### src/rtl/pipeline.sv
// pipeline: core-wide constants shared by pipeline-facing blocks.
// Latency: n/a (constants only).
// Backpressure: n/a.
package pipeline;
  localparam int XLEN = 32;
endpackage

### src/rtl/c2c_r_arb.sv
// c2c_r_arb: round-robin N-way arbiter, core read masters onto one cache read port.
// Latency: m_re -> s_re 1 cycle; s_ack -> m_ack same cycle (1 cycle with the response register).
// Backpressure: one read outstanding; the grant holds until s_ack, losers wait holding re.
// Optional feature macro: C2C_R_ARB_RSP_REG_EN adds a registered response stage (RESP state).
module c2c_r_arb #(
  parameter int XLEN    = pipeline::XLEN,
  parameter int N_PORTS = 2,
  parameter int GW      = (N_PORTS > 1) ? $clog2(N_PORTS) : 1
) (
  input  logic                      clk,
  input  logic                      reset,
  input  logic [N_PORTS-1:0]        m_re,
  input  logic [N_PORTS*XLEN/8-1:0] m_sel,
  input  logic [N_PORTS*XLEN-1:0]   m_addr,
  output logic [N_PORTS-1:0]        m_ack,
  output logic [N_PORTS*XLEN-1:0]   m_data,
  output logic                      s_re,
  output logic [XLEN/8-1:0]         s_sel,
  output logic [XLEN-1:0]           s_addr,
  input  logic                      s_ack,
  input  logic [XLEN-1:0]           s_data
);

  localparam int SW = XLEN / 8;

  typedef enum logic [1:0] {
    IDLE = 2'd0,
    BUSY = 2'd1,
    RESP = 2'd2
  } state_t;

  state_t          state;
  logic [GW-1:0]   grant;
  logic [GW-1:0]   last_grant;
  logic [SW-1:0]   sel_q;
  logic [XLEN-1:0] addr_q;

  logic            pick_vld;
  logic [GW-1:0]   pick_idx;
  logic [SW-1:0]   pick_sel;
  logic [XLEN-1:0] pick_addr;

  logic            rsp_fire;
  logic [XLEN-1:0] rsp_dat;

`ifdef C2C_R_ARB_RSP_REG_EN
  logic [XLEN-1:0] rsp_data_q;
`endif

  // Round-robin pick: lowest requester above last_grant, else wrap to lowest requester overall
  always_comb begin
    logic          hi_any;
    logic [GW-1:0] hi_idx;
    logic [GW-1:0] lo_idx;
    hi_any    = 1'b0;
    hi_idx    = '0;
    lo_idx    = '0;
    pick_vld  = 1'b0;
    pick_idx  = '0;
    pick_sel  = '0;
    pick_addr = '0;
    // Descending scan so the last hit written is the lowest index
    for (int i = N_PORTS - 1; i >= 0; i--) begin
      if (m_re[i]) begin
        pick_vld = 1'b1;
        lo_idx   = GW'(i);
        if (i > int'(last_grant)) begin
          hi_any = 1'b1;
          hi_idx = GW'(i);
        end
      end
    end
    pick_idx = hi_any ? hi_idx : lo_idx;
    for (int i = 0; i < N_PORTS; i++) begin
      if (GW'(i) == pick_idx) begin
        pick_sel  = m_sel[i*SW +: SW];
        pick_addr = m_addr[i*XLEN +: XLEN];
      end
    end
  end

  // Control FSM: latch the winner in IDLE, hold the request in BUSY until the slave acks
  always_ff @(posedge clk) begin
    if (reset) begin
      state      <= IDLE;
      grant      <= '0;
      last_grant <= GW'(N_PORTS - 1);
      sel_q      <= '0;
      addr_q     <= '0;
      s_re       <= 1'b0;
`ifdef C2C_R_ARB_RSP_REG_EN
      rsp_data_q <= '0;
`endif
    end else begin
      case (state)
        IDLE: begin
          if (pick_vld) begin
            grant  <= pick_idx;
            sel_q  <= pick_sel;
            addr_q <= pick_addr;
            s_re   <= 1'b1;
            state  <= BUSY;
          end
        end
        BUSY: begin
          if (s_ack) begin
            last_grant <= grant;
            s_re       <= 1'b0;
`ifdef C2C_R_ARB_RSP_REG_EN
            rsp_data_q <= s_data;
            state      <= RESP;
`else
            state      <= IDLE;
`endif
          end
        end
        RESP: begin
          state <= IDLE;
        end
        default: begin
          state <= IDLE;
          s_re  <= 1'b0;
        end
      endcase
    end
  end

  // The slave only ever sees the latched copy, never live master inputs
  assign s_sel  = sel_q;
  assign s_addr = addr_q;

  // Response source: registered copy in RESP, or straight through from the slave in BUSY.
  // Reset in the same cycle suppresses the pulse.
`ifdef C2C_R_ARB_RSP_REG_EN
  assign rsp_fire = (state == RESP) && !reset;
  assign rsp_dat  = rsp_data_q;
`else
  assign rsp_fire = (state == BUSY) && s_ack && !reset;
  assign rsp_dat  = s_data;
`endif

  // Steer the response to the granted slice only; every other slice stays zero
  always_comb begin
    m_ack  = '0;
    m_data = '0;
    for (int i = 0; i < N_PORTS; i++) begin
      if (rsp_fire && (GW'(i) == grant)) begin
        m_ack[i]                = 1'b1;
        m_data[i*XLEN +: XLEN]  = rsp_dat;
      end
    end
  end

endmodule

### config.mk
export PLATFORM = sky130hd
export DESIGN_NAME = c2c_r_arb
export DESIGN_NICKNAME = d
export VERILOG_FILES = /design/src/rtl/pipeline.sv /design/src/rtl/c2c_r_arb.sv
export SDC_FILE = /design/constraint.sdc
export NUM_CORES = 1
export LEC_CHECK = 0
export CAP_MARGIN = 20
export CORE_ASPECT_RATIO = 1.1
export CORE_UTILIZATION = 28
export CTS_CLUSTER_DIAMETER = 120
export DETAILED_ROUTE_END_ITERATION = 10
export GPL_TIMING_DRIVEN = 0
export HOLD_SLACK_MARGIN = 0.05
export PLACE_DENSITY = 0.89
export SLEW_MARGIN = 10
export SYNTH_ARGS = -nofsm -noshare
export SYNTH_HDL_FRONTEND = slang
export SYNTH_SLANG_ARGS = --single-unit
export TNS_END_PERCENT = 1
### constraint.sdc
create_clock -name clk -period 1.6 [get_ports clk]
set_clock_uncertainty 0.2 [all_clocks]
set_input_delay 0.32 -clock clk [delete_from_list [all_inputs] [get_ports clk]]
set_output_delay 0.32 -clock clk [all_outputs]
set_load 0.03 [all_outputs]
Word-level counts from Yosys, hierarchy flattened
Index checks and enable logic that the tools add are counted.
{"block": "word_totals", "elab_cells": 41, "inputBits": 109, "register_bits": 41}
{"block": "op_classes", "bitwise_logic": 2, "n_eq_ne": 4, "n_reduce_logical": 10, "n_lt_le_gt_ge": 1, "n_mux": 18}
{"cell": "$mux W32", "count": 3}
{"cell": "$mux W1", "count": 10}
{"cell": "$reduce_and A2 Y1", "count": 3}
{"cell": "$logic_and A1 B1 Y1", "count": 4}
{"cell": "$mux W2", "count": 2}
{"cell": "$mux W4", "count": 1}
{"cell": "$ne A2 B2 Y1 const B", "count": 2}
{"cell": "$pmux W2 S2", "count": 1}
{"cell": "$pmux W1 S3", "count": 1}
{"cell": "$reduce_and A3 Y1", "count": 1}
{"cell": "$eq A2 B1 Y1 const B", "count": 1}
{"cell": "$eq A2 B2 Y1 const B", "count": 1}
{"cell": "$logic_not A2 Y1", "count": 1}
{"cell": "$not A1 Y1", "count": 2}
{"cell": "$gt A1 B1 Y1 const A", "count": 1}
{"cell": "$logic_not A1 Y1", "count": 1}

Longest topological paths before layout
Gate-level depths: netlist of run 1.
{"block": "logic_depth", "word_depth": 5, "mapped_depth": 5, "mapped_depth_nobuf": 3}

Least setup slack after synthesis of run 1
No wires, ideal clock.
{"block": "synth_timing", "path_kind": "flip-flop to output port", "startpoint": "register s_re (netlist name)", "endpoint": "output port m_data[54]", "path_stages_with_launch": 5, "required_ps": 1080, "n_path_buf": 1, "path_slack_ps": -556, "arrival_ps": 1636, "path_cell_list": "dfxtp_1 nand2_1 nor3b_2 buf_2 and2_1"}
{"element": "end, declared", "line_no": "c2c_r_arb.sv:16", "text": "output logic [N_PORTS*XLEN-1:0] m_data,"}

==> results of run 1 <==
==> power by group through the flow <==
stage          sequential (W)  clock, W  combinational [W]
6_report              0.00112  0.000648            0.00126
4_1_cts               0.00112  0.000664            0.00123
5_1_grt               0.00113  0.000705            0.00134
2_1_floorplan         0.00133         0           0.000463
3_3_place_gp          0.00114         0            0.00123
3_5_place_dp          0.00115         0            0.00126
==> area by class of cell <==
| type | instances | area, sq um |
|---|---|---|
| Fill cell | 645 | 2930 |
| Timing Repair Buffer | 219 | 2240 |
| Multi-Input combinational cell | 221 | 1560 |
| Sequential cell | 39 | 786 |
| Buffer | 24 | 259 |
| Tap cell | 108 | 135 |
| Clock buffer | 5 | 68.8 |
| Clock inverter | 3 | 15.0 |
| Antenna cell | 1 | 2.50 |
==> metal layers <==
metal / global-route usage / wire [um] / part of all wire
met1: 0.210 / 3500 / 0.35
met2: 0.429 / 5260 / 0.53
met3: 0.0617 / 892 / 0.090
met4: 0.0989 / 305 / 0.031
met5: 0 / 0 / 0
==> what timing repair did <==
action,CTS,global route
pin swaps,41,5
resized for setup,534,36
endpoints found under the setup margin,140,112
buffers inserted,5,0
cloned,3,0
==> final timing paths <==
path | from | end | depth (start not counted) | slack (ns)
max | s_re | m_data[42] | 6 | -0.44
min | s_ack | s_re | 2 | 0.28
max reg2reg | s_re | s_addr[12] | 5 | 0.05
min reg2reg | s_addr[18] | s_addr[18] | 2 | 0.31
==> worst register-to-register path, delay by kind of cell, from the launching register on <==
family,cells,cell delay [ns]
flops,1,0.36
compound gates,3,0.49
buf+inv,2,0.36
==> layout by cell type (no fill, tap or decap) <==
master and n:
nand2_1 36, buf_6 73, a211o_1 1, clkbuf_8 8
clkdlybuf4s50_1 104, and2_2 16, a2bb2oi_1 1, nor3_4 1
clkdlybuf4s15_1 17, diode_2 1, clkbuf_16 1, and2_4 43
clkbuf_1 2, a21bo_2 1, clkbuf_2 1, nand2_4 1
nor3_1 1, buf_8 7, a211oi_2 30, o21bai_4 1
nor3b_4 1, clkinv_2 3, o21ba_4 1, dfxtp_2 1
a21oi_1 34, nor2_1 37, buf_4 10, and3_1 1
dfxtp_4 1, dfxtp_1 37, and2_1 5, a21boi_4 1
dlygate4sd2_1 23, a211oi_1 7, buf_2 2, a21oi_2 2
==> kinds of logic (layout without fill, tap and decap cells) <==
kind of cell	after synthesis	count (layout)
AOI/OAI and AO/OA	79	79
and+or+nand+nor	142	142
other	0	1
buffers and inverters	24	251
DFF	39	39
==> stage by stage <==
| stage | power [W] | hold WS (ns) | TNS (ns) | setup slack [ns] |
|---|---|---|---|---|
| after global placement | 0.00237 | 0.285 | -97.27 | -1.31 |
| after detailed placement | 0.00241 | 0.295 | -99.98 | -1.34 |
| after floorplan | 0.00179 | 0.213 | -5.71 | -0.114 |
| final | 0.00303 | 0.276 | -24.89 | -0.435 |
| after global routing | 0.00318 | 0.245 | -29.86 | -0.506 |
| after CTS | 0.00302 | 0.256 | -25.31 | -0.432 |
==> sequential cells by signal, indices dropped and copies added, names as in the netlist <==
signal      cells
last_grant      1
s_re            1
s_addr         32
grant           1
s_sel           4
==> synth_stat cells <==
library cell and n:
a21oi_2 1, a2bb2oi_1 1, buf_2 6, clkbuf_1 5
o21ba_2 1, buf_6 5, nor3_2 1, a21boi_4 1
o21bai_4 1, dfxtp_1 39, nor3b_2 1, nand2_1 37
nor3_1 1, clkbuf_2 2, a21bo_2 1, nor2_1 37
a211oi_2 30, buf_4 6, a211o_1 1, a211oi_1 7
and2_1 64, and3_1 1, a21oi_1 35
==> reports/results.txt, run 1 <==
Reg power frac = 0.370
crit start category = register
worst vdd ir = 0.432 mV
synthesized area = 2340 sq um
clock latency at the later pin of the worst-skew pair = 0.28 ns
Clk pin slew, worst setup/hold paths = 0.07 ns
Psw = 0.00105 W
largest family of logic cells by synthesized area = simple AND/OR/NAND/NOR gates
max incr delay on CP = 0.36 ns
Clk pwr share = 0.214
fin worst setup slack = -0.435 ns
global-route wire length before repair = 15.1 mm
Clock Root Buffer = clkbuf_8
Avg Cell Area, Syn = 8.24 sq um
Synth Net Count = 393
Final Cycle Share = 1.27
critical path class = register to output pin
Hold/Removal Path Class = input port to register
DRC viols = 0
fin area = 5070 sq um
Die ar. = 8730 sq um
failing checks = setup timing
dpl cells = 603
sequential fraction of the synthesis area = 0.334
simple-gate share of the synthesized area = 0.304
share of cells above drive strength 1 = 0.401
synthesized-area fraction occupied by adder cells = 0
Synth Instances = 284
area delta synth->final = 117%
outcome = finished with violations
vias per inst = 4.76
final setup fails = 66
number of clock sinks = 39
Sw Share = 0.348
post-synthesis register bit count = 39
worst rel slew slack = 0.514
critical path's top delay family = simple AND/OR/NAND/NOR gates
global-route total usage across every layer = 0.222
vias in the first global route = 3158
Post-Route WL = 9.96 mm
vias = 2949
largest net degree at the start of global routing = 13
Compound-Gate Fraction of Synth Area = 0.294
final core utilization = 0.634
Synth area leaders = dfxtp_1, and2_1, a211oi_2
Pre-antenna DRT Iters = 4
RSZ-0062 raised after global routing = yes
Post-Synth XOR/XNOR Area = 0
TritonCTS Buffers = 5
total congestion overflow = 0
WP data required = 1.08 ns
TritonCTS clock tree = done
Yosys cell types = 23
Longest Clk Path Bufs = 2
Yosys top cell area share = 0.334
Worst-Margin Slew = 0.729 ns
H-tree Lvls = 2
LEAKAGE = 2.24 nW
crit-path max FO = 5
Crit-path slowest cell = dfxtp_4
port bufs = 211
post-DP HPWL = 7.59 mm
Die X = 89.2 um
fin. max-slew vios = 0
Final Non-Filler Cells = 620
wire length per cell = 16.1 um
Worst path most repeated cell = buf_6
Placed Area = 4730 sq um
maxcap violations = 0
multiplexer share of the synthesized area = 0
DRT iter0 DRCs = 57
Critical Path, Cell by Cell = nand2_4 -> nor3b_4 -> buf_6 -> clkbuf_16 -> and2_4 -> buf_6
crit end category = output pin
FMAX = 491 MHz
Pwr Density = 598 nW/um^2
CP Buf/Inv Count = 3
Synthesis Warnings = 0
Fin. Hold Viols = 0
CTS Hold Buffers Added = 0
core area = 8000 sq um
Final ANT Viol Nets = 0
post-synth top area cell = dfxtp_1
initial antenna violation count = 1
I/O pin cnt = 212
Power Internal = 0.00198 W
crit path DAT = 1.52 ns
NumNets Final = 619
final critical-path required period = 2.04 ns
power share of the combinational group = 0.416
# rows = 34
Die Ht = 97.9 um
Initial Utilization = 0.293
routability congestion estimate = 0.823
No activity file was read; power rests on OpenSTA's default activity.
==> run 2: changes to the inputs <==
--- a/config.mk
+++ b/config.mk
@@ -7,12 +7,12 @@
 export LEC_CHECK = 0
 export CAP_MARGIN = 20
 export CORE_ASPECT_RATIO = 1.1
-export CORE_UTILIZATION = 28
+export CORE_UTILIZATION = 31
 export CTS_CLUSTER_DIAMETER = 120
 export DETAILED_ROUTE_END_ITERATION = 10
 export GPL_TIMING_DRIVEN = 0
 export HOLD_SLACK_MARGIN = 0.05
-export PLACE_DENSITY = 0.89
+export PLACE_DENSITY = 0.93
 export SLEW_MARGIN = 10
 export SYNTH_ARGS = -nofsm -noshare
 export SYNTH_HDL_FRONTEND = slang
==> constraint.sdc (replaced) <==
create_clock -name clk -period 2.3 [get_ports clk]
set_clock_uncertainty 0.2 [all_clocks]
set_input_delay 0.46 -clock clk [delete_from_list [all_inputs] [get_ports clk]]
set_output_delay 0.46 -clock clk [all_outputs]
set_load 0.03 [all_outputs]
==> reports/results.txt, run 2 (synthesized netlist as in run 1, its figures left out) <==
routability congestion estimate = 0.800 (-2.8%)
wire length per cell = 16.1 um (+0.51%)
core area = 7170 sq um (-10%)
Setup TNS Final = 0 ns (+24.89 ns)
global-route total usage across every layer = 0.244 (+0.0215)
Longest Clk Path Bufs = 2 (unchanged)
Pre-antenna DRT Iters = 8 (+4)
outcome = finished with violations
TritonCTS Buffers = 5 (unchanged)
post-DP HPWL = 7.68 mm (+1.1%)
final core utilization = 0.637 (+0.00362)
area delta synth->final = 95.2%
worst vdd ir = 0.176 mV (-59%)
Sw Share = 0.345 (-0.00277)
number of clock sinks = 39 (unchanged)
total congestion overflow = 0 (unchanged)
Hold/Removal Path Class = input port to register
vias per inst = 4.92 (+3.3%)
crit-path max FO = 10 (+5)
Critical Path, Cell by Cell = nand2_4 -> nor3b_4 -> buf_6 -> clkbuf_8 -> and2_1 -> clkbuf_4
WP data required = 1.64 ns (+0.56 ns)
Worst-Margin Slew = 0.718 ns (-0.0118 ns)
Die ar. = 7900 sq um (-9.5%)
critical path's top delay family = buffers and inverters
Initial Utilization = 0.326 (+0.0339)
DRT iter0 DRCs = 106 (+86%)
Pwr Density = 462 nW/um^2 (-23%)
Placed Area = 4560 sq um (-3.7%)
Die Ht = 93.1 um (-4.9%)
global-route wire length before repair = 15.0 mm (-0.59%)
power share of the combinational group = 0.409 (-0.007)
maxcap violations = 0 (unchanged)
RSZ-0062 raised after global routing = no
crit path DAT = 1.55 ns (+0.03 ns)
Final Non-Filler Cells = 591 (-4.7%)
Power Internal = 0.00138 W (-30%)
dpl cells = 580 (-3.8%)
most common cell after layout, fill and taps aside = clkdlybuf4s50_1
largest net degree at the start of global routing = 13 (unchanged)
H-tree Lvls = 2 (unchanged)
NumNets Final = 614 (-0.81%)
crit end category = output pin
failing checks = DRC
final critical-path required period = 2.21 ns
max reg flops = 32 (unchanged)
TritonCTS clock tree = done
Clk pin slew, worst setup/hold paths = 0.08 ns (about the same)
Clock Root Buffer = clkbuf_8
FMAX = 453 MHz
final setup fails = 0 (-100%)
clock latency at the later pin of the worst-skew pair = 0.29 ns (about the same)
critical path class = register to output pin
I/O pin cnt = 212 (unchanged)
CTS Hold Buffers Added = 0 (unchanged)
crit start category = register
vias = 2905 (-1.5%)
LEAKAGE = 1.98 nW (-12%)
Die X = 84.8 um (-4.9%)
Crit-path slowest cell = dfxtp_4
most frequent cells in the layout = clkdlybuf4s50_1, and2_1, dfxtp_1
Final ANT Viol Nets = 0 (unchanged)
initial antenna violation count = 0 (-1)
Post-Route WL = 9.54 mm (-4.2%)
fin area = 4570 sq um (-9.9%)
Reg power frac = 0.372 (+0.002)
DRC viols = 14 (+14)
port bufs = 211 (unchanged)
Fin. Hold Viols = 0 (unchanged)
worst rel slew slack = 0.522 (+0.00786)
vias in the first global route = 3066 (-2.9%)
Psw = 0.000728 W (-31%)
fin. max-slew vios = 0 (unchanged)
# diodes = 0 (-1)
Final Cycle Share = 0.959
Clk pwr share = 0.220 (+0.006)
CP Buf/Inv Count = 3 (unchanged)
# rows = 32 (-5.9%)
share of cells above drive strength 1 = 0.275 (-0.126)
max incr delay on CP = 0.41 ns (+0.05 ns)
run 2: power groups by stage:
stage	logic [W]	registers (W)	clock network, W
2_1_floorplan	0.000313	0.000923	0
3_3_place_gp	0.000845	0.000793	0
3_5_place_dp	0.000864	0.000798	0
4_1_cts	0.000864	0.000783	0.000475
5_1_grt	0.000922	0.000793	0.000506
6_report	0.000861	0.000784	0.000463
run 2: metal layers:
layer  track usage  vias to the layer above  routed length [um]
met4        0.0791                        0                 174
met5             0                        -                   0
li1              -                     1398                   -
met1         0.251                     1338                3520
met2         0.475                      157                5060
met3        0.0653                       12                 795
run 2: worst register-to-register path: stages, from the launching register on:
cell,delay (ns)
dfxtp_4,0.38
o21ba_2,0.25
buf_6,0.13
buf_4,0.18
nor2_1,0.08
a211oi_2,0.21
run 2: worst paths after layout:
path / from / endpoint / slack, ns / depth (start not counted)
setup / recovery: s_re / m_data[41] / 0.09 / 6
hold / removal: s_ack / s_re / 0.23 / 2
setup reg to reg: s_re / s_addr[8] / 0.80 / 5
hold reg to reg: s_addr[17] / s_addr[17] / 0.31 / 2
run 2: cell type report:
cell class                      count  area, sq um
Sequential cell                    39          785
Buffer                             24          210
Timing Repair Buffer              214         1960
Clock buffer                        6         72.6
Multi-Input combinational cell    221         1420
Clock inverter                      2         12.5
Fill cell                         611         2600
Tap cell                           85          106
run 2: repair_timing:
item	CTS	global route
gates cloned	1	0
endpoints found under the setup margin	66	66
buffers inserted	2	0
pin swaps	3	2
resized for setup	371	25
run 2: through the flow:
stage	hold WS (ns)	power [W]	worst slack, ns
6_report	0.228	0.00211	0.0939
5_1_grt	0.226	0.00222	0.00236
4_1_cts	0.307	0.00212	0.00199
3_5_place_dp	0.296	0.00166	-0.986
3_3_place_gp	0.285	0.00164	-0.984
2_1_floorplan	0.302	0.00124	0.00356
